<file path="config.mk">
export PLATFORM = sky130hd
export DESIGN_NAME = wb_stage_flat
export DESIGN_NICKNAME = d
export VERILOG_FILES = /design/src/rtl/wb_stage_if.sv /design/src/rtl/wb_stage.sv /design/src/flat_wrapper.sv
export SDC_FILE = /design/constraint.sdc
export NUM_CORES = 1
export LEC_CHECK = 0
export CAP_MARGIN = 20
export CORE_MARGIN = 3
export CORE_UTILIZATION = 54
export CTS_CLUSTER_SIZE = 40
export DETAILED_ROUTE_END_ITERATION = 10
export GPL_ROUTABILITY_DRIVEN = 0
export PLACE_DENSITY_LB_ADDON = 0.2
export SYNTH_ARGS = -nofsm -noshare
export SYNTH_HDL_FRONTEND = slang
export SYNTH_SLANG_ARGS = --single-unit
</file>
<file path="constraint.sdc">
create_clock -name clk -period 7.4 [get_ports clk]
set_clock_uncertainty 0.15 [all_clocks]
set_input_delay 1.85 -clock clk [delete_from_list [all_inputs] [get_ports clk]]
set_output_delay 1.85 -clock clk [all_outputs]
set_load 0.02 [all_outputs]
</file>
<file path="src/rtl/wb_stage_if.sv">
// Memory-stage to write-back handshake: valid/bus from MS, allowin back from WB.
interface wb_stage_if;
  logic         ms_to_ws_valid;
  logic [130:0] ms_to_ws_bus;
  logic         ws_allowin;

  modport master (output ms_to_ws_valid, output ms_to_ws_bus, input  ws_allowin);
  modport slave  (input  ms_to_ws_valid, input  ms_to_ws_bus, output ws_allowin);
endinterface

</file>
<file path="src/rtl/wb_stage.sv">
// Write-back stage: register-file commit, CP0 exception/interrupt subset, flush/redirect, trace.
// Optional macro WB_TIMER_INT_EN: Count ticks at half clock rate and raises Cause.TI on Compare match.
module wb_stage #(
  parameter logic [31:0] EX_ENTRY     = 32'hBFC00380,
  parameter logic [31:0] REFILL_ENTRY = 32'hBFC00200
) (
  input  logic        clk,
  input  logic        resetn,
  wb_stage_if.slave   ms,
  input  logic [5:0]  ext_int_in,
  output logic        rf_we,
  output logic [4:0]  rf_waddr,
  output logic [31:0] rf_wdata,
  output logic [37:0] stall_ws_bus,
  output logic        ws_ex,
  output logic        ws_eret,
  output logic [31:0] ws_flush_pc,
  output logic        ws_int_pending,
  output logic [31:0] debug_wb_pc,
  output logic [3:0]  debug_wb_rf_wen,
  output logic [4:0]  debug_wb_rf_wnum,
  output logic [31:0] debug_wb_rf_wdata
);
  localparam logic [7:0] A_BADV = 8'h40, A_COUNT = 8'h48, A_CMP = 8'h58,
                         A_STAT = 8'h60, A_CAUSE = 8'h68, A_EPC = 8'h70;

  logic         ws_valid;
  logic [130:0] bus;

  logic        f_refill, f_eret, f_bd, f_exc, f_cp0_op, f_cp0_we, f_gr_we;
  logic [31:0] f_badv, f_result, f_pc;
  logic [4:0]  f_code, f_dest;
  logic [7:0]  f_addr;
  assign f_refill = bus[130];
  assign f_eret   = bus[121];
  assign f_badv   = bus[120:89];
  assign f_bd     = bus[88];
  assign f_exc    = bus[87];
  assign f_code   = bus[86:82];
  assign f_cp0_op = bus[81];
  assign f_cp0_we = bus[80];
  assign f_addr   = bus[79:72];
  assign f_gr_we  = bus[69];
  assign f_dest   = bus[68:64];
  assign f_result = bus[63:32];
  assign f_pc     = bus[31:0];

  logic unused_bus;
  assign unused_bus = ^{bus[129:122], bus[71:70]};

  assign ms.ws_allowin = 1'b1;

  always_ff @(posedge clk or negedge resetn)
    if (!resetn) ws_valid <= 1'b0;
    else         ws_valid <= ms.ms_to_ws_valid & ~(ws_ex | ws_eret);

  always_ff @(posedge clk)
    if (ms.ms_to_ws_valid) bus <= ms.ms_to_ws_bus;

  // CP0 state, stored as the writable/updated fields only
  logic [31:0] badvaddr, count, compare, epc;
  logic [7:0]  st_im;
  logic        st_exl, st_ie;
  logic        ca_bd;
  logic [5:0]  ca_ip_hw;
  logic [1:0]  ca_ip_sw;
  logic [4:0]  ca_code;

  logic exc, mtc0_we, cnt_wr, cmp_wr;
  assign exc     = ws_valid & f_exc;
  assign mtc0_we = ws_valid & f_cp0_we & ~f_exc;
  assign cnt_wr  = mtc0_we & (f_addr == A_COUNT);
  assign cmp_wr  = mtc0_we & (f_addr == A_CMP);

`ifdef WB_TIMER_INT_EN
  logic ca_ti, tick;
  always_ff @(posedge clk or negedge resetn)
    if (!resetn) begin
      tick  <= 1'b0;
      ca_ti <= 1'b0;
    end else begin
      tick <= ~tick;
      if (cmp_wr)                ca_ti <= 1'b0;
      else if (count == compare) ca_ti <= 1'b1;
    end
`else
  logic ca_ti;
  assign ca_ti = 1'b0;
`endif

  always_ff @(posedge clk or negedge resetn)
    if (!resetn) begin
      count   <= 32'd0;
      compare <= 32'd0;
    end else begin
      if (cnt_wr) count <= f_result;
`ifdef WB_TIMER_INT_EN
      else if (tick) count <= count + 32'd1;
`endif
      if (cmp_wr) compare <= f_result;
    end

  always_ff @(posedge clk or negedge resetn)
    if (!resetn) begin
      badvaddr <= 32'd0;
      epc      <= 32'd0;
      st_im    <= 8'd0;
      st_exl   <= 1'b0;
      st_ie    <= 1'b0;
      ca_bd    <= 1'b0;
      ca_ip_hw <= 6'd0;
      ca_ip_sw <= 2'd0;
      ca_code  <= 5'd0;
    end else begin
      ca_ip_hw <= ext_int_in;
      if (exc) begin
        // nested exceptions keep the original EPC/BD
        if (!st_exl) begin
          epc   <= f_bd ? f_pc - 32'd4 : f_pc;
          ca_bd <= f_bd;
        end
        st_exl  <= 1'b1;
        ca_code <= f_code;
        if (f_code >= 5'd1 && f_code <= 5'd5) badvaddr <= f_badv;
      end else begin
        if (ws_eret) st_exl <= 1'b0;
        if (mtc0_we)
          case (f_addr)
            A_STAT: begin
              st_im  <= f_result[15:8];
              st_exl <= f_result[1];
              st_ie  <= f_result[0];
            end
            A_CAUSE: ca_ip_sw <= f_result[9:8];
            A_EPC:   epc      <= f_result;
            default: ;
          endcase
      end
    end

  logic [7:0]  cause_ip;
  logic [31:0] status_rd, cause_rd, cp0_rdata;
  assign cause_ip  = {ca_ip_hw[5] | ca_ti, ca_ip_hw[4:0], ca_ip_sw};
  assign status_rd = {9'd0, 1'b1, 6'd0, st_im, 6'd0, st_exl, st_ie};
  assign cause_rd  = {ca_bd, ca_ti, 14'd0, cause_ip, 1'b0, ca_code, 2'b00};

  always_comb begin
    cp0_rdata = 32'd0;
    case (f_addr)
      A_BADV:  cp0_rdata = badvaddr;
      A_COUNT: cp0_rdata = count;
      A_CMP:   cp0_rdata = compare;
      A_STAT:  cp0_rdata = status_rd;
      A_CAUSE: cp0_rdata = cause_rd;
      A_EPC:   cp0_rdata = epc;
      default: cp0_rdata = 32'd0;
    endcase
  end

  assign ws_ex    = exc;
  assign ws_eret  = ws_valid & f_eret & ~f_exc;
  assign rf_we    = ws_valid & f_gr_we & ~f_exc;
  assign rf_waddr = ws_valid ? f_dest : 5'd0;
  assign rf_wdata = !ws_valid ? 32'd0 : (f_cp0_op & ~f_cp0_we) ? cp0_rdata : f_result;

  assign stall_ws_bus   = {ws_valid & f_gr_we, rf_waddr, rf_wdata};
  assign ws_flush_pc    = ws_eret ? epc : (ws_ex & f_refill) ? REFILL_ENTRY : EX_ENTRY;
  assign ws_int_pending = st_ie & ~st_exl & |(cause_ip & st_im);

  assign debug_wb_pc       = ws_valid ? f_pc : 32'd0;
  assign debug_wb_rf_wen   = {4{rf_we}};
  assign debug_wb_rf_wnum  = rf_waddr;
  assign debug_wb_rf_wdata = rf_wdata;
endmodule
</file>
<file path="src/flat_wrapper.sv">
// flat-port wrapper written by rule: the top's interface ports become plain ports
module wb_stage_flat 
#(
  parameter logic [31:0] EX_ENTRY     = 32'hBFC00380,
  parameter logic [31:0] REFILL_ENTRY = 32'hBFC00200
)
  (clk, resetn, ext_int_in, rf_we, rf_waddr, rf_wdata, stall_ws_bus, ws_ex, ws_eret, ws_flush_pc, ws_int_pending, debug_wb_pc, debug_wb_rf_wen, debug_wb_rf_wnum, debug_wb_rf_wdata, ms_ms_to_ws_valid, ms_ms_to_ws_bus, ms_ws_allowin);
  wb_stage_if ms_i ();
  input  logic clk;
  input  logic resetn;
  input  logic [5:0] ext_int_in;
  output logic rf_we;
  output logic [4:0] rf_waddr;
  output logic [31:0] rf_wdata;
  output logic [37:0] stall_ws_bus;
  output logic ws_ex;
  output logic ws_eret;
  output logic [31:0] ws_flush_pc;
  output logic ws_int_pending;
  output logic [31:0] debug_wb_pc;
  output logic [3:0] debug_wb_rf_wen;
  output logic [4:0] debug_wb_rf_wnum;
  output logic [31:0] debug_wb_rf_wdata;
  input wire logic [$bits(ms_i.ms_to_ws_valid)-1:0] ms_ms_to_ws_valid;
  input wire logic [$bits(ms_i.ms_to_ws_bus)-1:0] ms_ms_to_ws_bus;
  output wire logic [$bits(ms_i.ws_allowin)-1:0] ms_ws_allowin;
  assign ms_i.ms_to_ws_valid = ms_ms_to_ws_valid;
  assign ms_i.ms_to_ws_bus = ms_ms_to_ws_bus;
  assign ms_ws_allowin = ms_i.ws_allowin;
  wb_stage #(.EX_ENTRY(EX_ENTRY), .REFILL_ENTRY(REFILL_ENTRY)) u_core (.clk(clk), .resetn(resetn), .ms(ms_i), .ext_int_in(ext_int_in), .rf_we(rf_we), .rf_waddr(rf_waddr), .rf_wdata(rf_wdata), .stall_ws_bus(stall_ws_bus), .ws_ex(ws_ex), .ws_eret(ws_eret), .ws_flush_pc(ws_flush_pc), .ws_int_pending(ws_int_pending), .debug_wb_pc(debug_wb_pc), .debug_wb_rf_wen(debug_wb_rf_wen), .debug_wb_rf_wnum(debug_wb_rf_wnum), .debug_wb_rf_wdata(debug_wb_rf_wdata));
endmodule
</file>
==> results.sh, run 1 <==
export IMPL_synth_async_reset_ratio_pct=55.8
export IMPL_synthAdderAreaFrac_pct=0.0957
export IMPL_cts_resized=0
export IMPL_path_buf_inv=3
export IMPL_tns_ns=0
export IMPL_status="finished clean"
export IMPL_port_buffers=313
export IMPL_synth_fp_nets=1224
export IMPL_rsz0062_at_grt="false"
export IMPL_gr_total_overflow=0
export IMPL_drtIter0Drc=808
export IMPL_die_area_mm2=0.0261
export IMPL_vias_per_cell=5.77
export IMPL_drc=0
export IMPL_yosys_area_share_simple_pct=12.7
export IMPL_critPathLaunchType="flip-flop"
export IMPL_start_util_pct=55.4
export IMPL_synth_top_family_by_area="simple AND/OR/NAND/NOR gates"
export IMPL_ys_seq_area_share_pct=57.1
export IMPL_crit_family="simple AND/OR/NAND/NOR gates"
export IMPL_drt_wl_total_um=35700
export IMPL_synthFlopType="dfrtp_1"
export IMPL_synth_compound_gate_area_share_pct=8.59
export IMPL_synth_area_per_cell_um2=12.1
export IMPL_fp_coreArea_mm2=0.0236
export IMPL_synth_top_area_share_pct=29.3
export IMPL_cts_root_buf="clkbuf_16"
export IMPL_synth_ff_latch_count=274
export IMPL_ys_types=63
export IMPL_critPathMaxFanout=24
export IMPL_syn_area_mm2=0.0131
export IMPL_clockBufferDepth=3
export IMPL_clk_latency_ns=0.54
export IMPL_p_comb_share_pct=17.7
export IMPL_final_layout_size_suffix_gt1_share_pct=13.1
export IMPL_track_usage_pct=26.9
export IMPL_postSynthCellCount=1083
export IMPL_place_area_mm2=0.0158
export IMPL_cp_arrival_ns=3.94
export IMPL_drtPass1Iterations=9
export IMPL_tightestPinTransition_ns=1.18
export IMPL_yosys_area_top_type="dfrtp_1"
export IMPL_die_h_um=162
export IMPL_hold_class="reg2reg"
export IMPL_synth_area_mux_share_pct=12.6
export IMPL_die_w_um=162
export IMPL_period_minus_slack_ns=5.94
export IMPL_avgRoutedWirePerCell_um=21.8
export IMPL_cts_buffers=29
export IMPL_cts_tree="built"
export IMPL_vias=9455
export IMPL_required_ns=5.40
export IMPL_crit_path_end_kind="output port"
export IMPL_dpl_hpwl_um=25100
export IMPL_cp_slowest_stage_delay_ns=0.97
export IMPL_p_seq_share_pct=48.6
export IMPL_cap_violations=0
export IMPL_netSwitchingFraction_pct=27.4
export IMPL_grt_pass1_wl_um=54800
export IMPL_area_delta_synth_final_pct=28.1
export IMPL_fmax_mhz=168
export IMPL_grt_max_degree=80
export IMPL_clkSinkCount=274
export IMPL_nets=1437
export IMPL_final_hold_violation_count=0
export IMPL_internal_power_mw=2.99
export IMPL_final_antenna_net_count=0
export IMPL_io_pins=325
export IMPL_stdcell_area_mm2=0.0167
export IMPL_antenna_found_initial=1
export IMPL_cts_setup_buffers=0
export IMPL_grt_pass1_vias=9438
export IMPL_p_switching_mw=1.13
export IMPL_ir_drop_v=0.000171
export IMPL_synth_edf_count=121
export IMPL_row_count=56
export IMPL_power_density_mw_per_mm2=246
export IMPL_leakagePower_nw=6.79
export IMPL_synth_xor_xnor_area_share_pct=1.61
export IMPL_yosys_top_cells_count="dfrtp_1, edfxtp_1, mux2_2, nand2_1, buf_4"
export IMPL_path_clk_slew_ns=0.06
export IMPL_report_final_slew_viol_count=0
export IMPL_holdBufCountCts=0
export IMPL_cp_slowest_cell="and3_1"
export IMPL_setup_viol=0
export IMPL_yosysWarnings=0
export IMPL_relSlewSlack_pct=21.4
export IMPL_cts_max_level=1
export IMPL_synthTopCellsByArea="dfrtp_1, edfxtp_1, mux2_2"
export IMPL_fin_crit_sh_pct=80.3
export IMPL_critical_path_class="reg2out"
export IMPL_fill_cells=1675
export IMPL_synth_most_common_cell="dfrtp_1"
export IMPL_crit_path_cell_trace="or4b_4 -> nor3_2 -> buf_4 -> and3_1 -> a222oi_1 -> inv_1 -> clkdlybuf4s50_1"
export IMPL_p_clk_share_pct=33.6
-- per-layer routing --
layer	track usage [%]	wire length [um]	vias to the layer above
li1	-	-	4261
met1	37.7	14700	4687
met2	42.4	16700	462
met3	6.98	3520	45
met4	6.69	776	0
met5	0	0	-
-- worst paths after layout --
kind,to,slack [ns],from,depth (start not counted)
max in group asynchronous,u_core.compare[2],4.42,resetn,2
min,u_core.badvaddr[9],0.33,u_core.bus[98],1
min in group asynchronous,u_core.badvaddr[25],1.19,resetn,1
max reg2reg,u_core.epc[11],4.27,u_core.ws_valid,7
min reg2reg,u_core.badvaddr[9],0.33,u_core.bus[98],1
max,rf_wdata[31],1.46,u_core.bus[74],7
-- cell type report --
type,instances,area (um^2),area share [%]
timing repair buffer,330,3260,19.5
sequential,274,7460,44.6
clock buffer,41,821,4.90
multi-input combinational,648,4670,27.9
clock inverter,12,83.8,0.501
tap,319,399,2.38
antenna,1,2.50,0.0149
inverter,13,48.8,0.291
-- logic make-up (layout without fill, tap and decap cells) --
family                   after synthesis  count (layout)
buffers and inverters                161             396
other                                  1               2
AO/OA/AOI/OAI                        173             173
AND/OR/NAND/NOR                      300             300
multiplexers                         149             149
XOR/XNOR                              24              24
adder cells (fa/ha/maj)                1               1
flip-flops                           274             274
-- sequential cells by signal, summed over array words and instances (netlist names) --
| register | flops |
|---|---|
| u_core.st_ie | 1 |
| u_core.badvaddr | 32 |
| u_core.st_exl | 1 |
| u_core.count | 32 |
| u_core.bus | 121 |
| u_core.ca_ip_sw | 2 |
| u_core.epc | 32 |
| u_core.ca_code | 5 |
| u_core.ca_bd | 1 |
| u_core.compare | 32 |
| u_core.ws_valid | 1 |
| u_core.ca_ip_hw | 6 |
| u_core.st_im | 8 |
-- power by group through the flow --
stage / Combinational, mW / Clock, mW / Sequential (mW)
2_1_floorplan: 0.466 / 0 / 1.93
5_1_grt: 0.790 / 1.47 / 2.02
6_report: 0.731 / 1.38 / 2.00
4_1_cts: 0.735 / 1.40 / 1.99
3_5_place_dp: 0.728 / 0 / 2.02
3_3_place_gp: 0.711 / 0 / 2.01
-- metrics by stage --
stage	power [mW]	cells	setup slack [ns]	hold WS (ns)	util (%)
final	4.12	1638	1.46	0.329	70.9
after CTS	4.13	1637	1.50	0.332	70.9
after detailed placement	2.75	1584	2.10	0.314	67.1
after global placement	2.72	1584	2.14	0.310	67.1
after floorplan	2.40	1083	2.81	0.292	-
after global routing	4.29	1638	1.33	0.341	70.9
-- cell usage in the layout, fill, tap and decap left out, types with 14 or more instances in the layout --
master	instances
clkdlybuf4s50_1	311
o21ai_0	50
a22o_1	21
mux2_2	98
and2_1	41
nand2_1	90
nand3_1	20
mux2_1	31
nor2_1	29
nand2b_1	14
a21oi_1	39
dfrtp_1	153
nor3b_1	21
clkbuf_16	29
buf_4	18
mux2i_1	20
and3_1	28
edfxtp_1	121
-- worst reg2reg max path: cells and delay by family (launching register included) --
kind | cells | cell delay [ns]
flops | 1 | 0.32
buf+inv | 2 | 0.95
compound gates | 3 | 0.92
simple gates | 2 | 0.71
Note: power is estimated with default switching activity, not from simulation.
==> run 2: changes to the inputs <==
- CORE_UTILIZATION: 54 -> 45
- clock period: 7.4 -> 4.9 ns (I/O delays scaled with it)
==> results.sh, run 2 (synthesis gave the netlist of run 1 again) <==
export IMPL_report_final_slew_viol_count=0
export IMPL_cts_setup_buffers=0
export IMPL_drc=0
export IMPL_timing_rr_start="u_core.ws_valid"
export IMPL_cts_root_buf="clkbuf_16"
export IMPL_crit_family="compound AO/OA/AOI/OAI gates"
export IMPL_cts_max_level=1
export IMPL_final_layout_size_suffix_gt1_share_pct=13.2
export IMPL_tightestPinTransition_ns=0.897
export IMPL_cts_buffers=30
export IMPL_holdWs_ns=0.326
export IMPL_drtIter0Drc=678
export IMPL_antenna_found_initial=0
export IMPL_tns_ns=0
export IMPL_critPathLaunchType="flip-flop"
export IMPL_dpl_hpwl_um=25600
export IMPL_fin_crit_sh_pct=97.6
export IMPL_ir_drop_v=0.000263
export IMPL_hold_class="reg2reg"
export IMPL_grt_max_degree=82
export IMPL_relSlewSlack_pct=39.7
export IMPL_clockBufferDepth=3
export IMPL_power_total_mw=6.21
export IMPL_gr_total_overflow=0
export IMPL_vias_per_cell=5.45
export IMPL_die_h_um=176
export IMPL_final_hold_violation_count=0
export IMPL_vias=9309
export IMPL_required_ns=3.52
export IMPL_cp_slowest_stage_delay_ns=0.58
export IMPL_fill_cells=2303
export IMPL_largest_register="u_core.bus"
export IMPL_crit_path_cell_trace="buf_12 -> and2_1 -> a22oi_1 -> o21ai_0 -> a222oi_1 -> inv_1 -> clkdlybuf4s50_1"
export IMPL_path_buf_inv=3
export IMPL_start_util_pct=46.3
export IMPL_critPathMaxFanout=50
export IMPL_drt_wl_total_um=36700
export IMPL_avgRoutedWirePerCell_um=21.5
export IMPL_power_density_mw_per_mm2=367
export IMPL_die_area_mm2=0.0311
export IMPL_leakagePower_nw=6.83
export IMPL_multi_input_area_mm2=0.00467
export IMPL_startpoint="u_core.bus[75]"
export IMPL_row_count=61
export IMPL_worstHoldStart="u_core.bus[112]"
export IMPL_track_usage_pct=23.3
export IMPL_fp_coreArea_mm2=0.0282
export IMPL_area_delta_synth_final_pct=29.5
export IMPL_largest_reg_flops=121
export IMPL_final_common_cell="clkdlybuf4s50_1"
export IMPL_critical_path_class="reg2out"
export IMPL_clkSinkCount=274
export IMPL_grt_pass1_wl_um=56200
export IMPL_final_antenna_net_count=0
export IMPL_fmax_mhz=209
export IMPL_crit_path_end_kind="output port"
export IMPL_layout_common_cells="clkdlybuf4s50_1, dfrtp_1, edfxtp_1"
export IMPL_status="finished clean"
export IMPL_seq_area_mm2=0.00746
export IMPL_period_minus_slack_ns=4.78
export IMPL_io_pins=325
export IMPL_nets=1448
export IMPL_cp_slowest_cell="edfxtp_1"
export IMPL_setup_viol=0
export IMPL_cp_arrival_ns=3.41
export IMPL_drtPass1Iterations=5
export IMPL_rsz0062_at_grt="false"
export IMPL_die_w_um=176
export IMPL_diodes=0
export IMPL_port_buffers=313
export IMPL_path_clk_slew_ns=0.06
export IMPL_grt_pass1_vias=9493
export IMPL_clk_latency_ns=0.55
export IMPL_cts_tree="built"
export IMPL_cap_violations=0
[run 2: cell types whose count changed in the layout (fill, tap and decap cells not counted), sizes merged]
cell,previous run,this run
buf,19,29
clkbuf,41,46
bufinv,1,0
clkinvlp,0,1
clkinv,10,7
inv,14,13
diode,1,0
[run 2: through the flow]
| step | utilization (%) | worst slack [ns] | area (um^2) | instances |
|---|---|---|---|---|
| 2_1_floorplan | - | 0.931 | 13100 | 1083 |
| 5_1_grt | 59.9 | 0.00777 | 16900 | 1707 |
| 4_1_cts | 59.9 | 0.110 | 16900 | 1707 |
| 3_5_place_dp | 56.7 | 0.712 | 16000 | 1653 |
| 3_3_place_gp | 56.7 | 0.713 | 16000 | 1653 |
| 6_report | 59.9 | 0.118 | 16900 | 1707 |
[run 2: final cells by class]
cell class | count | share of cell area [%]
multi-input combinational | 648 | 27.6
sequential | 274 | 44.1
clock inverter | 8 | 0.214
tap | 378 | 2.79
inverter | 13 | 0.288
clock buffer | 46 | 5.09
timing repair buffer | 340 | 19.9
[run 2: path summary, 6_finish.rpt]
kind | endpoint | cells after the start | slack (ns)
worst max-delay path | stall_ws_bus[31] | 7 | 0.12
worst min-delay path | u_core.badvaddr[23] | 1 | 0.33
worst max register to register | u_core.count[31] | 6 | 1.30
worst min register to register | u_core.badvaddr[23] | 1 | 0.33
max in group asynchronous | u_core.compare[27] | 2 | 2.98
min in group asynchronous | u_core.badvaddr[19] | 1 | 0.54
[run 2: power by group]
| group | internal [mW] | total (mW) | switching (mW) |
|---|---|---|---|
| Sequential | 2.74 | 3.01 | 0.275 |
| Combinational | 0.570 | 1.12 | 0.547 |
| Clock | 1.20 | 2.08 | 0.880 |
| Total | 4.51 | 6.21 | 1.70 |
[run 2: what timing repair did]
| action | CTS | global route |
|---|---|---|
| setup endpoints to repair | 0 | 15 |
| hold buffers | 0 | 0 |
| resized for setup | 0 | 1 |
[run 2: layer usage]
metal | track usage [%] | part of all wire, % | up-vias
li1 | - | - | 4278
met1 | 33.0 | 43 | 4610
met2 | 35.8 | 45 | 371
met3 | 6.30 | 9.0 | 50
met4 | 5.89 | 2.3 | 0
met5 | 0 | 0 | -
[run 2: worst register-to-register path, delay by kind of cell, from the launching register on]
kind	cells	cell delay, ns
muxes	1	0.40
and+or+nand+nor	3	1.40
DFF	1	0.65
buffers and inverters	2	0.87
